===== config.mk =====
export PLATFORM = sky130hd
export DESIGN_NAME = instr_decoder
export DESIGN_NICKNAME = d
export VERILOG_FILES = /design/src/rtl/instr_decoder.sv
export SDC_FILE = /design/constraint.sdc
export NUM_CORES = 1
export LEC_CHECK = 0
export CELL_PAD_IN_SITES_DETAIL_PLACEMENT = 1
export CELL_PAD_IN_SITES_GLOBAL_PLACEMENT = 2
export CORE_MARGIN = 8
export CORE_UTILIZATION = 28
export CTS_CLUSTER_SIZE = 12
export DETAILED_ROUTE_END_ITERATION = 12
export PLACE_DENSITY = 0.81
export SKIP_CTS_REPAIR_TIMING = 1
export SLEW_MARGIN = 0
export SYNTH_ARGS = -nofsm -noshare
export SYNTH_HDL_FRONTEND = slang
export SYNTH_SLANG_ARGS = --single-unit

===== constraint.sdc =====
create_clock -name clock -period 2.15 [get_ports clock]
set_input_delay 0.215 -clock clock [delete_from_list [all_inputs] [get_ports clock]]
set_output_delay 0.215 -clock clock [all_outputs]
set_load 0.005 [all_outputs]

===== src/rtl/instr_decoder.sv =====
// i281 instruction register and decode stage: captures the fetched word and
// holds the one-hot decoded opcode bus, immediate field and a retired count.
module instr_decoder #(
  parameter int unsigned COUNT_WIDTH = 16
) (
  input  logic                   clock,
  input  logic                   reset,
  input  logic                   run,
  input  logic                   ir_load,
  input  logic                   flush,
  input  logic [15:0]            instr_in,
  output logic [26:0]            opcode_out,
  output logic [7:0]             imm_out,
  output logic [15:0]            ir_out,
  output logic                   decode_valid,
  output logic [COUNT_WIDTH-1:0] instr_count
);

  localparam logic [26:0] NOOP_BUS = 27'h0000001;

  logic [3:0]             w_op;
  logic [1:0]             w_ry;
  logic [4:0]             w_sel;
  logic [22:0]            w_onehot;
  logic                   w_load;
  logic                   w_flush;

  logic [26:0]            r_opcode;
  logic [15:0]            r_ir;
  logic                   r_valid;
  logic [COUNT_WIDTH-1:0] r_count;

  assign w_op    = instr_in[15:12];
  assign w_ry    = instr_in[9:8];
  assign w_flush = run & flush;
  assign w_load  = run & ir_load & ~flush;

  // Sub-op families (INPUT, shift, branch) fold their selector into the index
  always_comb begin
    w_sel = 5'd0;
    case (w_op)
      4'h0: w_sel = 5'd0;
      4'h1: w_sel = 5'd1 + {3'b000, w_ry};
      4'h2: w_sel = 5'd5;
      4'h3: w_sel = 5'd6;
      4'h4: w_sel = 5'd7;
      4'h5: w_sel = 5'd8;
      4'h6: w_sel = 5'd9;
      4'h7: w_sel = 5'd10;
      4'h8: w_sel = 5'd11;
      4'h9: w_sel = 5'd12;
      4'hA: w_sel = 5'd13;
      4'hB: w_sel = 5'd14;
      4'hC: w_sel = 5'd15 + {4'b0000, instr_in[8]};
      4'hD: w_sel = 5'd17;
      4'hE: w_sel = 5'd18;
      4'hF: w_sel = 5'd19 + {3'b000, w_ry};
      default: w_sel = 5'd0;
    endcase
  end

  always_comb begin
    w_onehot = '0;
    w_onehot[w_sel] = 1'b1;
  end

  always_ff @(posedge clock or posedge reset) begin
    if (reset) begin
      r_opcode <= NOOP_BUS;
      r_ir     <= '0;
      r_valid  <= 1'b0;
      r_count  <= '0;
    end else if (w_flush) begin
      r_opcode <= NOOP_BUS;
      r_ir     <= '0;
      r_valid  <= 1'b0;
    end else if (w_load) begin
      r_opcode <= {instr_in[11:8], w_onehot};
      r_ir     <= instr_in;
      r_valid  <= 1'b1;
      if (r_count != '1) r_count <= r_count + 1'b1;
    end
  end

  assign opcode_out   = r_opcode;
  assign ir_out       = r_ir;
  assign imm_out      = r_ir[7:0];
  assign decode_valid = r_valid;
  assign instr_count  = r_count;

endmodule


==> flow_summary.json <==
{
  "clk_path_buf_depth": 2,
  "finalCritPeriodShare": 0.956,
  "avgSynthCellArea_sq_um": 11.0,
  "reg2reg_from": "instr_count[10]$_DFFE_PP0P_",
  "cts_buffers": 5,
  "dp_hpwl_microns": 6130,
  "num_antenna_cells": 0,
  "antenna_found_initial": 0,
  "path_clk_slew_ps": 100,
  "synth_ff_type": "dfrtp_1",
  "vias_per_cell": 4.81,
  "post-route-util": 0.422,
  "track_usage": 0.130,
  "slew_violations": 0,
  "multi_input_area_sq_um": 1090,
  "num_vias": 2261,
  "drt_iter0_drc": 70,
  "wl_microns": 8210,
  "fin_skew_ps": 8.17,
  "die_h_microns": 113,
  "ir_drop_v": 0.000395,
  "cts.sinks": 56,
  "ant_nets": 0,
  "relSlewSlack": 0.660,
  "grt_pass1_vias": 2522,
  "max_freq_mhz": 487,
  "worstSetupPathType": "in2reg",
  "synth_edf_count": 0,
  "gr-total-overflow": 0,
  "syn_nets": 265,
  "initial_core_util": 0.287,
  "grt_max_degree": 40,
  "holdWs_ps": 229,
  "critPathCaptureType": "flip-flop",
  "r2r_slack_ps": 250,
  "area_delta_synth_final_pct": 46.9,
  "final_area_sq_um": 3900,
  "synth-seq-cells": 56,
  "fillers": 1021,
  "power_density_nw_per_um2": 635,
  "hold_viol_final": 0,
  "fp.dieArea_sq_um": 12800,
  "num_rows": 35,
  "r2r-end": "instr_count[1]$_DFFE_PP0P_",
  "worst_slew_pin_slew_ps": 507,
  "core_sq_um": 9240,
  "netlist_instances": 241,
  "wl_per_cell_microns": 17.5,
  "drcViolationCount": 0,
  "finalNetCount": 364,
  "maxCapViolCount": 0,
  "period_minus_slack_ps": 2050,
  "crit_path_max_fanout": 5,
  "worstSkewPairLatency_ps": 310,
  "post_dp_cell_area_sq_um": 3780,
  "worstPathRequired_ps": 2400,
  "ys.warnings.count": 0,
  "rsz0062_at_grt": "no",
  "total_power_mw": 2.48,
  "layout-drive-gt1-share": 0.147,
  "cp.arrival_ps": 2300,
  "clockRootBuffer": "clkbuf_8",
  "worstHoldPathType": "in2async",
  "ys_async_sr_fraction": 1.00,
  "setup_viol": 0,
  "syn_area_sq_um": 2650,
  "cts.htree.levels": 2,
  "regArea_sq_um": 1400,
  "die_w_microns": 113,
  "io_buffers": 88,
  "ios": 89,
  "status": "finished clean",
  "firstDrtPassIters": 4,
  "grt_first_pass_wirelength_microns": 13500,
  "startpoint_type": "input port",
  "ys_seq_area_frac": 0.529,
  "tritoncts": "built",
  "leakage_nw": 1.71,
  "ff2ff_path_depth": 4,
  "synth_cell_types": 45,
  "gp_congestion": 0.762
}
[flip-flops by register name, summed over array words and instances (netlist names)]
name          count
instr_count      16
decode_valid      1
opcode_out       26
ir_out           13
[layout by cell type, fill, tap and decap left out, drive strengths merged, types with 2 or more instances in the layout]
cell / synthesis / layout
a32o: 10 / 10
nand2: 23 / 23
buf: 16 / 28
a21oi: 7 / 7
a22o: 18 / 18
and3: 3 / 3
ha: 3 / 3
nor3: 8 / 8
dfrtp: 55 / 55
o41ai: 2 / 2
o22ai: 2 / 2
nand4: 5 / 5
nor2: 10 / 10
mux2: 2 / 2
o21ai: 16 / 16
inv: 10 / 10
nand3: 3 / 3
clkbuf: 8 / 7
or2: 3 / 3
a21o: 2 / 2
nor2b: 2 / 2
nand3b: 2 / 2
a211oi: 2 / 2
clkdlybuf4s50: 0 / 88
nor4: 3 / 3
xnor2: 3 / 3
xor2: 12 / 12
[critical path, stage by stage]
cell and delay (ps):
clkdlybuf4s50_1 490, inv_1 60, ha_1 310, or2_2 300
mux2_2 270, a2bb2oi_1 150, o22ai_2 280, a32o_1 220
[cell families (layout without fill, tap and decap cells)]
kind of cell | Yosys count | count (layout) | share of synthesized area
flops | 56 | 56 | 0.529
compound gates | 66 | 66 | 0.207
fa+ha+maj | 3 | 3 | 0.0141
buf+inv | 34 | 134 | 0.0670
simple gates | 65 | 65 | 0.125
mux | 2 | 2 | 0.00849
xor+xnor | 15 | 15 | 0.0495
[power breakdown]
part	internal (mW)	switching [mW]
clock	0.350	0.344
combinational	0.324	0.254
sequential	1.13	0.0723
[layer usage]
| metal | global-route usage | vias to the layer above | share of wire |
|---|---|---|---|
| met5 | 0 | - | 0 |
| met4 | 0.0240 | 0 | 0.0054 |
| met3 | 0.0389 | 5 | 0.060 |
| met2 | 0.219 | 52 | 0.50 |
| met1 | 0.160 | 1150 | 0.43 |
| li1 | - | 1054 | - |
[per-stage QoR]
| step | setup WS, ps | TNS [ps] | std cells |
|---|---|---|---|
| global route | 1.55 | 0 | 470 |
| finish | 95.5 | 0 | 470 |
| floorplan | 351 | 0 | 241 |
| global placement | -250 | -3430 | 462 |
| CTS | 77.5 | 0 | 470 |
| detailed placement | -248 | -3860 | 462 |
[worst max path at each step]
stage	start	endpoint	slack [ps]	depth (start not counted)
after floorplan	instr_in[8]	opcode_out[22]$_DFFE_PP0P_	350	7
after global placement	instr_in[8]	opcode_out[5]$_DFFE_PP0P_	-250	8
after detailed placement	instr_in[8]	opcode_out[9]$_DFFE_PP0P_	-250	8
after CTS	instr_in[8]	opcode_out[9]$_DFFE_PP0P_	80	8
after global routing	instr_in[8]	opcode_out[5]$_DFFE_PP0P_	2	8
final	instr_in[9]	opcode_out[20]$_DFFE_PP0P_	100	8
[synthesized netlist by cell type, drive strengths merged, types with 2 or more instances]
| cell type | number | area, sq um |
|---|---|---|
| nand4 | 5 | 46.3 |
| a21o | 2 | 15.0 |
| inv | 10 | 37.5 |
| o21ai | 16 | 91.3 |
| nand3 | 3 | 15.0 |
| nor2 | 10 | 37.5 |
| nor2b | 2 | 12.5 |
| nand3b | 2 | 15.0 |
| nor3 | 8 | 40.0 |
| buf | 16 | 110 |
| nand2 | 23 | 88.8 |
| a211oi | 2 | 20.0 |
| a21oi | 7 | 35.0 |
| dfrtp | 55 | 1380 |
| mux2 | 2 | 22.5 |
| a22o | 18 | 158 |
| and3 | 3 | 18.8 |
| a32o | 10 | 100 |
| clkbuf | 8 | 30.0 |
| xor2 | 12 | 105 |
| nor4 | 3 | 18.8 |
| o41ai | 2 | 32.5 |
| ha | 3 | 37.5 |
| xnor2 | 3 | 26.3 |
| o22ai | 2 | 18.8 |
| or2 | 3 | 18.8 |
[final cells by class]
type,instances,area share
Sequential cell,56,0.360
Timing Repair Buffer,116,0.283
Multi-Input combinational cell,151,0.279
Tap cell,129,0.0414
Clock buffer,7,0.0196
Inverter,10,0.00963
Clock inverter,1,0.00770
Power figures use the tool's default switching activity.
